===== src/rtl/spi_arb_if.sv =====
// Requester-side bus of the SPI arbiter: three packed request channels
// plus the shared grant/ack/err/read-data return path.
interface spi_arb_if;
   logic [2:0]  req;
   logic [2:0]  lock;
   logic [8:0]  req_tgt;
   logic [47:0] req_data;
   logic [2:0]  gnt;
   logic [2:0]  ack;
   logic        err;
   logic [15:0] rd_data;

   modport master (
      output req, lock, req_tgt, req_data,
      input  gnt, ack, err, rd_data
   );

   modport slave (
      input  req, lock, req_tgt, req_data,
      output gnt, ack, err, rd_data
   );
endinterface


===== src/rtl/spi_arb.sv =====
// Round-robin arbiter sharing one SPI master between three requesters,
// with locked multi-transaction sequences and per-transaction timeout.
module spi_arb #(
   parameter int unsigned TIMEOUT = 4095
) (
   input  logic        clk,
   input  logic        rst_n,
   spi_arb_if.slave    bus,
   output logic        spi_wrt,
   output logic [15:0] spi_cmd,
   input  logic        spi_done,
   input  logic [15:0] spi_rd,
   input  logic        spi_ss_n,
   output logic        ch1_ss_n,
   output logic        ch2_ss_n,
   output logic        ch3_ss_n,
   output logic        trig_ss_n,
   output logic        EEP_ss_n
);

   typedef enum logic [2:0] {IDLE, START, WAIT, DONE, HOLD} state_e;

   localparam logic [11:0] TO_LIM = 12'(TIMEOUT);

   state_e      state_q, state_d;
   logic [2:0]  gnt_q, gnt_d;
   logic [1:0]  cur_q, cur_d;
   logic [1:0]  rr_q, rr_d;
   logic [2:0]  sel_q, sel_d;
   logic [15:0] cmd_q, cmd_d;
   logic [15:0] rd_q, rd_d;
   logic [11:0] cnt_q, cnt_d;
   logic        wrt_q, wrt_d;
   logic [2:0]  ack_q, ack_d;
   logic        err_q, err_d;

   logic        win_vld;
   logic [1:0]  win;
   logic [1:0]  p0, p1, p2;
   logic        load;
   logic [1:0]  load_idx;
   logic [2:0]  load_tgt;
   logic        req_w, lock_w;

   // Search order starts at the round-robin pointer.
   always_comb begin
      // NOTE: every always_comb output gets a default first so no path can infer a latch.
      p0 = 2'd0; p1 = 2'd1; p2 = 2'd2;
      case (rr_q)
         2'd1:    begin p0 = 2'd1; p1 = 2'd2; p2 = 2'd0; end
         2'd2:    begin p0 = 2'd2; p1 = 2'd0; p2 = 2'd1; end
         default: begin p0 = 2'd0; p1 = 2'd1; p2 = 2'd2; end
      endcase
      win_vld = 1'b1;
      win     = p0;
      if (bus.req[p0])      win = p0;
      else if (bus.req[p1]) win = p1;
      else if (bus.req[p2]) win = p2;
      else                  win_vld = 1'b0;
   end

   assign req_w  = |(bus.req & gnt_q);
   assign lock_w = |(bus.lock & gnt_q);

   always_comb begin
      state_d  = state_q;
      gnt_d    = gnt_q;
      cur_d    = cur_q;
      rr_d     = rr_q;
      sel_d    = sel_q;
      cmd_d    = cmd_q;
      rd_d     = rd_q;
      cnt_d    = (cnt_q == 12'hFFF) ? cnt_q : cnt_q + 12'd1;
      wrt_d    = 1'b0;
      ack_d    = 3'b000;
      err_d    = 1'b0;
      load     = 1'b0;
      load_idx = cur_q;
      load_tgt = 3'd0;

      case (state_q)
         IDLE: begin
            if (win_vld) begin
               gnt_d    = 3'b001 << win;
               cur_d    = win;
               rr_d     = (win == 2'd2) ? 2'd0 : win + 2'd1;
               load     = 1'b1;
               load_idx = win;
               state_d  = START;
            end
         end
         START: begin
            if (sel_q > 3'd4) begin
               ack_d   = gnt_q;
               err_d   = 1'b1;
               state_d = DONE;
            end else begin
               state_d = WAIT;
            end
         end
         WAIT: begin
            if (spi_done) begin
               rd_d    = spi_rd;
               ack_d   = gnt_q;
               state_d = DONE;
            end else if (cnt_q >= TO_LIM) begin
               ack_d   = gnt_q;
               err_d   = 1'b1;
               state_d = DONE;
            end
         end
         DONE: begin
            if (lock_w && !err_q) begin
               state_d = HOLD;
            end else begin
               gnt_d   = 3'b000;
               state_d = IDLE;
            end
         end
         HOLD: begin
            // A fresh request from the lock owner beats its lock release.
            if (req_w) begin
               load    = 1'b1;
               state_d = START;
            end else if (!lock_w) begin
               gnt_d   = 3'b000;
               state_d = IDLE;
            end
         end
         default: begin
            gnt_d   = 3'b000;
            state_d = IDLE;
         end
      endcase

      if (load) begin
         for (int i = 0; i < 3; i++) begin
            if (load_idx == 2'(i)) begin
               cmd_d    = bus.req_data[16*i +: 16];
               load_tgt = bus.req_tgt[3*i +: 3];
            end
         end
         sel_d = load_tgt;
         wrt_d = (load_tgt <= 3'd4);
         cnt_d = 12'd0;
      end
   end

   // NOTE: state registers use non-blocking assignments so every flop samples pre-edge values.
   always_ff @(posedge clk or negedge rst_n) begin
      if (!rst_n) begin
         state_q <= IDLE;
         gnt_q   <= 3'b000;
         cur_q   <= 2'd0;
         rr_q    <= 2'd0;
         sel_q   <= 3'd0;
         cmd_q   <= 16'h0000;
         rd_q    <= 16'h0000;
         cnt_q   <= 12'd0;
         wrt_q   <= 1'b0;
         ack_q   <= 3'b000;
         err_q   <= 1'b0;
      end else begin
         state_q <= state_d;
         gnt_q   <= gnt_d;
         cur_q   <= cur_d;
         rr_q    <= rr_d;
         sel_q   <= sel_d;
         cmd_q   <= cmd_d;
         rd_q    <= rd_d;
         cnt_q   <= cnt_d;
         wrt_q   <= wrt_d;
         ack_q   <= ack_d;
         err_q   <= err_d;
      end
   end

   assign bus.gnt     = gnt_q;
   assign bus.ack     = ack_q;
   assign bus.err     = err_q;
   assign bus.rd_data = rd_q;
   assign spi_wrt     = wrt_q;
   assign spi_cmd     = cmd_q;

   // Raw select reaches a slave only while a valid target is granted.
   assign ch1_ss_n  = (gnt_q != 3'b000 && sel_q == 3'd0) ? spi_ss_n : 1'b1;
   assign ch2_ss_n  = (gnt_q != 3'b000 && sel_q == 3'd1) ? spi_ss_n : 1'b1;
   assign ch3_ss_n  = (gnt_q != 3'b000 && sel_q == 3'd2) ? spi_ss_n : 1'b1;
   assign trig_ss_n = (gnt_q != 3'b000 && sel_q == 3'd3) ? spi_ss_n : 1'b1;
   assign EEP_ss_n  = (gnt_q != 3'b000 && sel_q == 3'd4) ? spi_ss_n : 1'b1;

endmodule


===== src/flat_wrapper.sv =====
// flat-port wrapper written by rule: the top's interface ports become plain ports
module spi_arb_flat 
#(
   parameter int unsigned TIMEOUT = 4095
)
  (clk, rst_n, spi_wrt, spi_cmd, spi_done, spi_rd, spi_ss_n, ch1_ss_n, ch2_ss_n, ch3_ss_n, trig_ss_n, EEP_ss_n, bus_req, bus_lock, bus_req_tgt, bus_req_data, bus_gnt, bus_ack, bus_err, bus_rd_data);
  spi_arb_if bus_i ();
  input  logic clk;
  input  logic rst_n;
  output logic spi_wrt;
  output logic [15:0] spi_cmd;
  input  logic spi_done;
  input  logic [15:0] spi_rd;
  input  logic spi_ss_n;
  output logic ch1_ss_n;
  output logic ch2_ss_n;
  output logic ch3_ss_n;
  output logic trig_ss_n;
  output logic EEP_ss_n;
  input wire logic [$bits(bus_i.req)-1:0] bus_req;
  input wire logic [$bits(bus_i.lock)-1:0] bus_lock;
  input wire logic [$bits(bus_i.req_tgt)-1:0] bus_req_tgt;
  input wire logic [$bits(bus_i.req_data)-1:0] bus_req_data;
  output wire logic [$bits(bus_i.gnt)-1:0] bus_gnt;
  output wire logic [$bits(bus_i.ack)-1:0] bus_ack;
  output wire logic [$bits(bus_i.err)-1:0] bus_err;
  output wire logic [$bits(bus_i.rd_data)-1:0] bus_rd_data;
  assign bus_i.req = bus_req;
  assign bus_i.lock = bus_lock;
  assign bus_i.req_tgt = bus_req_tgt;
  assign bus_i.req_data = bus_req_data;
  assign bus_gnt = bus_i.gnt;
  assign bus_ack = bus_i.ack;
  assign bus_err = bus_i.err;
  assign bus_rd_data = bus_i.rd_data;
  spi_arb #(.TIMEOUT(TIMEOUT)) u_core (.clk(clk), .rst_n(rst_n), .bus(bus_i), .spi_wrt(spi_wrt), .spi_cmd(spi_cmd), .spi_done(spi_done), .spi_rd(spi_rd), .spi_ss_n(spi_ss_n), .ch1_ss_n(ch1_ss_n), .ch2_ss_n(ch2_ss_n), .ch3_ss_n(ch3_ss_n), .trig_ss_n(trig_ss_n), .EEP_ss_n(EEP_ss_n));
endmodule

===== config.mk =====
export PLATFORM = sky130hd
export DESIGN_NAME = spi_arb_flat
export DESIGN_NICKNAME = d
export VERILOG_FILES = /design/src/rtl/spi_arb_if.sv /design/src/rtl/spi_arb.sv /design/src/flat_wrapper.sv
export SDC_FILE = /design/constraint.sdc
export NUM_CORES = 1
export LEC_CHECK = 0
export ABC_CLOCK_PERIOD_IN_PS = 5660
export CORE_ASPECT_RATIO = 0.5
export CORE_MARGIN = 4
export CORE_UTILIZATION = 48
export CTS_BUF_LIST = sky130_fd_sc_hd__clkbuf_16
export CTS_CLUSTER_SIZE = 16
export DETAILED_ROUTE_END_ITERATION = 16
export PLACE_DENSITY_LB_ADDON = 0.05
export SETUP_SLACK_MARGIN = 0.15
export SLEW_MARGIN = 20
export SYNTH_ARGS = -nofsm -noshare
export SYNTH_HDL_FRONTEND = slang
export SYNTH_SLANG_ARGS = --single-unit
export TNS_END_PERCENT = 20

===== constraint.sdc =====
create_clock -name clk -period 5.66 [get_ports clk]
set_clock_uncertainty 0.15 [all_clocks]
set_input_delay 1.132 -clock clk [delete_from_list [all_inputs] [get_ports clk]]
set_output_delay 1.132 -clock clk [all_outputs]
set_load 0.01 [all_outputs]

Word level (Yosys, flattened, before mapping):

Cells that the tools add are included.

* register bits: 62
* input bits: 83
* output and inout port bits: 45
* word-level logic and storage cells: 120

* add/sub/neg operators: 2
* $lt $le $gt $ge: 6
* eq/ne operators: 21
* shift operators: 1
* muxes and demuxes: 56
* bitwise gates (word level): 3
* reductions and logical operators: 20

Operator list (number)
* $mux 16: 3
* $mux 3: 16
* $mux 12: 2
* $mux 1: 18
* $pmux 3 s5: 1
* $add 12x1->12 const B: 1
* $eq 12x12->1 const B: 1
* $eq 3x2->1 const B: 4
* $ge 12x12->1 const B: 1
* $mux 2: 6
* $pmux 2 s2: 3
* $pmux 3 s4: 1
* $lt 2x3->1 const B: 3
* $and 3x3->3: 2
* $bmux 1 s2: 3
* $eq 2x2->1 const B: 3
* $eq 3x1->1 const B: 2
* $eq 3x3->1 const B: 2
* $logic_and 1x1->1: 6
* $logic_not 3->1: 2
* $ne 2x2->1 const B: 3
* $ne 3x2->1 const B: 2
* $pmux 3 s2: 1
* $reduce_and 2->1: 3
* other kinds (15): 20

Depth between registers and ports, before layout:

Gate-level depths: netlist (run 1).

* word-level depth: 16
* depth in mapped cells: 11
* mapped depth without buffers: 8

Worst setup path before layout (run 1):

OpenSTA, ideal clock, no wires.

* path kind: input port to flip-flop
* start point: in bus_req[1]
* end point: reg u_core.cmd_q[10] (netlist: u_core.spi_cmd[10])
* library setup time: 111 ps
* arrival time: 2939 ps
* data required time: 5399 ps
* slack: 2459 ps
* cell stages on the path: 8
* buffers on the path: 2
* path through: mux2_1 -> a32o_2 -> nor4_1 -> a2111oi_4 -> and4bb_1 -> buf_6 -> buf_6 -> a222oi_1

* longest elaborated chain between the ends: 10
* elaborated cells between the ends (all ways): 26
* classes of those cells: 2 x eq/ne; 19 x mux; 1 x bitwise; 4 x reduce/logical

RTL lines
* start: declaration: line flat_wrapper.sv:20 `input wire logic [$bits(bus_i.req)-1:0] bus_req;`
* $bmux 1 s2: line spi_arb.sv:58 `else if (bus.req[p2]) win = p2;`
* $mux 1 (implied by the code): line spi_arb.sv:58
* $mux 2 / $mux 1 (equally long branches): line spi_arb.sv:58
* $mux 2 / $mux 1 (equally long branches): line spi_arb.sv:57 `else if (bus.req[p1]) win = p1;`
* $mux 2 / $mux 1 (equally long branches): line spi_arb.sv:56 `if (bus.req[p0]) win = p0;`
* $mux 2: line spi_arb.sv:83 `if (win_vld) begin`
* $mux 2: line spi_arb.sv:81 `case (state_q)`
* $eq 2x2->1, or another cell as far along: line spi_arb.sv:138 `if (load_idx == 2'(i)) begin`
* $reduce_bool 3->1 (no source line) / $mux 16 (equally long branches)
* $reduce_and 2->1 (no source line) / $mux 16 (equally long branches)
* end signal: assignment: line spi_arb.sv:169 `cmd_q <= cmd_d;`
* end: declaration: line spi_arb.sv:30 `logic [15:0] cmd_q, cmd_d;`

Several ways; a longest one is shown, not always the timed one. The select of a mux whose other input is x is not followed.
A chain may end at the register's enable or synchronous reset.

Final worst setup path (run 1):

* start point: in bus_req[2]
* end point: reg u_core.cmd_q[6] (netlist: u_core.spi_cmd[6])

Same word-level chain as after synthesis.

==> run metrics, run 1 <==
fraction of the mapped netlist area in adder cells approximately 1.5%; worst ir drop on vdd 0.2560 mV; Hold Fails Final Rpt 0; placed inst area 4644 um2; Worst path max stage delay around 750 ps; DIE HEIGHT 66.88 um; Setup crit start kind input pin; final core utilization 73.33%; required time reported for the critical path endpoint 5700 ps; final setup violation count 0; maximum number of buffers from clock root to sink 2; antenna violations before repair 0; result of the run complete, no violations; combinational family with the most area after synthesis compound AO/OA/AOI/OAI gates; register area share after synthesis 46.62%; list of cells traversed by the critical path clkdlybuf4s50_1 > mux2i_1 > o22a_1 > o21ai_1 > o31ai_1 > and4bb_1 > a222oi_1; total via count in the routed design 2928; Detailed Route WL 9112 um; detailed placer's ending HPWL 6807 um; Core Box Area 6700 um2; number of antenna cells inserted 0; proportion of power drawn by combinational gates 51.5%; total number of placement rows 21; final cell count without fillers ~530; number of routed nets with antenna violations 0; unrepaired setup endpoints after global routing no; total of buffers placed on input and output ports 127; top flip-flop cell by instance count after synthesis dfrtp_1; reported leakage power between 2 and 2.5 nW; number of clock sinks slightly above 60; complex-gate fraction of the synthesized area 17.56%; CTS buffer count 9; clock latency reported for the late side of the worst-skew pair between 300 and 400 ps; CTS tree built; Clock H-tree levels 3; clock share of power around a fifth; Simple-Gate Fraction of Synth Area between 10% and 20%; Post-Syn Nets 400; Routed WL per cell approximately 17 um; Post-synth EDFFs 0; global-route wire length before repair 14610 um; total gr overflow 0; Net count, final 526; Yosys warning total 0; CTS-repair resized insts 0; pin count of the biggest net entering global routing 63; net switching power 974.0 uW; vias in the first global route 3079; buffers inserted by post-CTS timing repair 0; Max-Cap Viols 0; Die X-Extent 125.8 um; fraction of layout instances using a drive strength above 1 10.63%; mean cell area of the mapped netlist 10.63 um2; power per standard cell area 521.4 nW/um2; 1st-iter DRT viols 251; Tcrit/Tclk final 70.62%; clk slew on worst S/H paths around 50 ps; CTS Hold Buffers Added 0; standard cell with the maximum stage delay on the critical path o31ai_1; overall power 2.562 mW; type of destination of the critical path register; dominant cell type by area after synthesis dfrtp_1; maximum clock rate 0.2502 GHz; post-synthesis async set-or-reset flop share 100.0%; kind of critical path input pin to register; slew at the pin closest to its max-slew limit 913.6 ps; count of mapped cells out of synthesis about 310; switch share about two fifths; top-level port count approximately 130; Worst R2R Setup Slack 2170 ps; mux share of post-synthesis cell area about an eighth; number of max-slew violations in the final report 0; internal power 1.588 mW; Root Driver clkbuf_16; count of state elements after synthesis 62; starting density of the core 49.67%; drt first pass iters 5; relative contribution of sequential cells to total power 29.9%; synth top area cells dfrtp_1 (47%), mux2_2 (6.4%), mux2i_1 (6.3%); synthesis-to-finish area growth 47.63%; Mapped Area 3328 um2; Max transition margin 38.58%; final estimated routing congestion in global placement 0.8404; vias per cell ~5.5; setup TNS 0 ps; maximum fanout along the worst path 19; worst endpoint data arrival time 4040 ps; final std cell area, no fill 4913 um2; min Tclk post-route 3997 ps; number of unique standard cell types used by synthesis 60; Synth Area in XOR/XNOR approximately 1.8%; Synth top area share 46.62%; placed cells 520; type of the most critical hold path register to register; DRC violations left 0; DIE AREA between 8000 and 9000 um2; GR Util All Layers approximately 22%
## sequential cells by signal, indices dropped and copies added, names as in the netlist
name / flops
u_core.bus.ack: 3
u_core.state_q: 3
u_core.spi_cmd: 16
u_core.bus.err: 1
u_core.bus.gnt: 3
u_core.sel_q: 3
u_core.rr_q: 2
u_core.cnt_q: 12
u_core.spi_wrt: 1
u_core.bus.rd_data: 16
u_core.cur_q: 2
## critical path: cells and delay by family
kind            cells  cell delay, ps
compound gates      4            1540
simple gates        1             530
mux                 1             300
buf+inv             1             520
## layout make-up
class                           instances  area (um2)
Clock buffer                            9       225.2
Clock inverter                          5       28.78
Fill cell                             477        1787
Inverter                               41       153.9
Multi-Input combinational cell        195        1550
Sequential cell                        62        1551
Tap cell                               92       115.1
Timing Repair Buffer                  130        1289
## worst paths after layout
path	startpoint	end	cells after the start
worst max-delay path	bus_req[2]	u_core.spi_cmd[6]$_DFFE_PN0P_	7
worst min-delay path	u_core.bus.rd_data[5]$_DFFE_PN0P_	u_core.bus.rd_data[5]$_DFFE_PN0P_	1
worst max register to register	u_core.rr_q[0]$_DFFE_PN0P_	u_core.spi_cmd[6]$_DFFE_PN0P_	8
worst min register to register	u_core.bus.rd_data[5]$_DFFE_PN0P_	u_core.bus.rd_data[5]$_DFFE_PN0P_	1
max in group asynchronous	rst_n	u_core.spi_cmd[2]$_DFFE_PN0P_	2
min in group asynchronous	rst_n	u_core.bus.ack[0]$_DFF_PN0_	2
## synthesized netlist by cell type, types with 2 or more instances
| library cell | count |
|---|---|
| nor2b_1 | 5 |
| xnor2_1 | 2 |
| nand2b_1 | 2 |
| nand4_1 | 4 |
| xor2_1 | 5 |
| and2_1 | 4 |
| a222oi_1 | 18 |
| mux2_2 | 19 |
| a221o_1 | 3 |
| nor4bb_1 | 2 |
| buf_6 | 4 |
| or3_1 | 5 |
| dfrtp_1 | 62 |
| o21ai_0 | 12 |
| nor3_1 | 6 |
| ha_1 | 4 |
| nand3_1 | 8 |
| a21oi_1 | 5 |
| a221oi_1 | 3 |
| o21a_1 | 5 |
| clkbuf_1 | 8 |
| mux2i_1 | 21 |
| nand2_1 | 11 |
| nor2_1 | 19 |
| inv_1 | 41 |
## layer usage
| layer | share of wire [%] | global-route usage, % | routed length, um | vias to the layer above |
|---|---|---|---|---|
| met5 | 0 | 0 | 0 | - |
| met4 | 1.7 | 8.289 | 154 | 0 |
| li1 | - | - | - | 1388 |
| met3 | 6.8 | 7.206 | 622 | 18 |
| met2 | 50 | 39.03 | 4593 | 102 |
| met1 | 41 | 25.43 | 3742 | 1420 |
## cells by family after synthesis
kind of cell    after synthesis
simple gates                 75
compound gates               68
flops                        62
buf+inv                      56
mux                          41
xor+xnor                      7
fa+ha+maj                     4
## layout by cell type (no fill, tap or decap), types with 8 or more instances in the layout
master           netlist  layout
inv_1                 41      41
dfrtp_1               62      62
a222oi_1              18      18
nand3_1                8       8
o21ai_0               12      12
nand2_1               11      11
clkbuf_16              0       9
nor2_1                19      19
mux2i_1               21      21
mux2_2                19      19
clkdlybuf4s50_1        0     126
## stage by stage
| stage | hold slack (ps) | setup WS (ps) |
|---|---|---|
| floorplan | 354.9 | 2459 |
| global placement | 338.8 | 1400 |
| detailed placement | 348.3 | 1181 |
| CTS | 360.0 | 1471 |
| global route | 377.2 | 1493 |
| finish | 358.0 | 1663 |
## power groups by stage
| stage | sequential (mW) | clock (mW) | combinational, mW |
|---|---|---|---|
| global placement | 0.761 | 0 | 1.26 |
| floorplan | 0.779 | 0 | 0.806 |
| finish | 0.766 | 0.477 | 1.32 |
| global route | 0.795 | 0.502 | 1.43 |
| detailed placement | 0.767 | 0 | 1.31 |
| CTS | 0.766 | 0.482 | 1.32 |
Power figures use the tool's default switching activity.
==> inputs of run 2 (changes only) <==
- ABC_CLOCK_PERIOD_IN_PS: 5660 -> 3210
- CORE_UTILIZATION: 48 -> 40
- clock period: 5.66 -> 3.21 ns (I/O delays scaled with it)
==> run metrics, run 2 (same netlist as run 1, synthesis figures left out) <==
result of the run complete, no violations; met3 Track Usage GR 10.25% (+3.0 points); detailed placer's ending HPWL 7294 um (+7.2%); placed inst area 4822 um2 (+3.8%); net switching power 1.859 mW (+91%); reported leakage power 2.404 nW (+8.6%); placed cells 557 (+7.1%); clock latency reported for the late side of the worst-skew pair 330 ps (about the same); synthesis-to-finish area growth 59.29%; final setup slack of the worst path 237.0 ps (-1426 ps); CTS tree built; total of buffers placed on input and output ports 127 (unchanged); clk slew on worst S/H paths 60 ps (about the same); number of max-slew violations in the final report 0 (unchanged); starting density of the core 41.30% (-8.4 points); final estimated routing congestion in global placement 0.8729 (+3.9%); maximum clock rate 0.3364 GHz; drt first pass iters 6 (+1); worst ir drop on vdd 0.4702 mV (+84%); antenna violations before repair 0 (unchanged); worst hold margin 162.3 ps (-195.8 ps); Net count, final 547 (+4.0%); type of destination of the critical path register; GR Util All Layers 19.67% (-2.4 points); power per standard cell area 971.8 nW/um2 (+86%); final std cell area, no fill 5301 um2 (+7.9%); number of antenna cells inserted 0 (unchanged); type of the most critical hold path input pin to asynchronous set/reset pin; maximum fanout along the worst path 9 (-10); pin count of the biggest net entering global routing 28 (-56%); number of clock sinks 62 (unchanged); switch share 36.09% (-1.9 points); Root Driver clkbuf_16; final setup violation count 0 (unchanged); total gr overflow 0 (unchanged); GRT met1 Usage 21.97% (-3.5 points); total number of placement rows 23 (+9.5%); Global Route met2 Usage 32.28% (-6.7 points); final core utilization 65.79% (-7.5 points); Max-Cap Viols 0 (unchanged); Top Usage Layer GRT met2; relative contribution of sequential cells to total power 25.5% (-4.4 points); vias in the first global route 3169 (+2.9%); Routed WL per cell 16.77 um (-1.7%); DIE AREA 9933 um2 (+18%); slew at the pin closest to its max-slew limit 600.8 ps (-312.7 ps); kind of critical path register to register; most frequent standard cell in the layout excluding fill and tap cells clkdlybuf4s50_1; top-level port count 128 (unchanged); setup TNS 0 ps (unchanged); unrepaired setup endpoints after global routing no; maximum number of buffers from clock root to sink 2 (unchanged); CTS buffer count 9 (unchanged); fraction of layout instances using a drive strength above 1 16.77% (+6.1 points); final cell count without fillers 577 (+8.1%); DRC violations left 0 (unchanged); clock share of power 20.3% (+1.7 points); Tcrit/Tclk final 92.62%; Hold Fails Final Rpt 0 (unchanged); 1st-iter DRT viols 178 (-29%); number of routed nets with antenna violations 0 (unchanged); Core Box Area 8058 um2 (+20%); min Tclk post-route approximately 3000 ps; internal power 3.293 mW (+110%); pre-CTS setup slack -393.6 ps (-1575 ps); Clock H-tree levels 3 (unchanged); overall power 5.152 mW (+100%); global-route wire length before repair 14980 um (+2.5%); Worst R2R Setup Slack 240 ps (-1930 ps); Detailed Route WL 9676 um (+6.2%); proportion of power drawn by combinational gates 54.2% (+2.7 points); total via count in the routed design 3054 (+4.3%); worst endpoint data arrival time 3030 ps (-1010 ps); most frequent cells in the layout clkdlybuf4s50_1 (124), dfrtp_1 (62), inv_1 (40), mux2i_1 (20); Setup crit start kind register; DIE HEIGHT 72.50 um (+8.4%); vias per cell 5.293 (-3.5%); Die X-Extent 137 um (+8.9%); required time reported for the critical path endpoint 3270 ps (-2430 ps); Max transition margin 59.95% (+21 points)
==> run 2: final cells by class <==
type                            instances  area [um2]
Tap cell                              112       140.1
Timing Repair Buffer                  151        1518
Clock buffer                            9       225.2
Sequential cell                        62        1551
Clock inverter                          7       98.84
Fill cell                             632        2756
Multi-Input combinational cell        195        1614
Inverter                               41       153.9
==> run 2: routing by layer <==
metal / up-vias / share of wire, % / routed length (um)
li1: 1433 / - / -
met1: 1482 / 39 / 3763
met2: 124 / 49 / 4718
met3: 15 / 11 / 1031
met4: 0 / 1.7 / 162
met5: - / 0 / 0
==> run 2: worst paths after layout <==
| path | startpoint | depth (start not counted) | end |
|---|---|---|---|
| min | rst_n | 1 | u_core.bus.rd_data[10]$_DFFE_PN0P_ |
| max | u_core.rr_q[0]$_DFFE_PN0P_ | 10 | u_core.sel_q[1]$_DFFE_PN0P_ |
| max reg2reg | u_core.rr_q[0]$_DFFE_PN0P_ | 10 | u_core.sel_q[1]$_DFFE_PN0P_ |
| max in group asynchronous | rst_n | 2 | u_core.spi_cmd[5]$_DFFE_PN0P_ |
| min in group clk | u_core.bus.rd_data[14]$_DFFE_PN0P_ | 1 | u_core.bus.rd_data[14]$_DFFE_PN0P_ |
| min reg2reg | u_core.bus.rd_data[14]$_DFFE_PN0P_ | 1 | u_core.bus.rd_data[14]$_DFFE_PN0P_ |
==> run 2: power groups by stage <==
| stage | sequential (mW) | clock (mW) | combinational (mW) |
|---|---|---|---|
| after floorplan | 1.37 | 0 | 1.42 |
| after global placement | 1.30 | 0 | 2.47 |
| after detailed placement | 1.32 | 0 | 2.54 |
| after CTS | 1.31 | 1.07 | 2.60 |
| after global routing | 1.35 | 1.11 | 3.03 |
| final | 1.31 | 1.05 | 2.79 |
==> run 2: worst max-delay path: stages, from the launching register on <==
cell	delay, ps
dfrtp_1	410
inv_2	70
ha_4	290
mux2_4	310
a32o_2	280
nor3_4	280
o21ba_4	210
buf_4	120
and4bb_4	210
clkbuf_16	170
a221o_1	340
==> run 2: repair_timing <==
action,in CTS,in global routing
endpoints found under the setup margin,18,19
pin swaps,0,7
buffers inserted,0,3
hold buffers,0,0
hold endpoints to repair,0,0
gates cloned,0,1
gates resized for setup,6,14
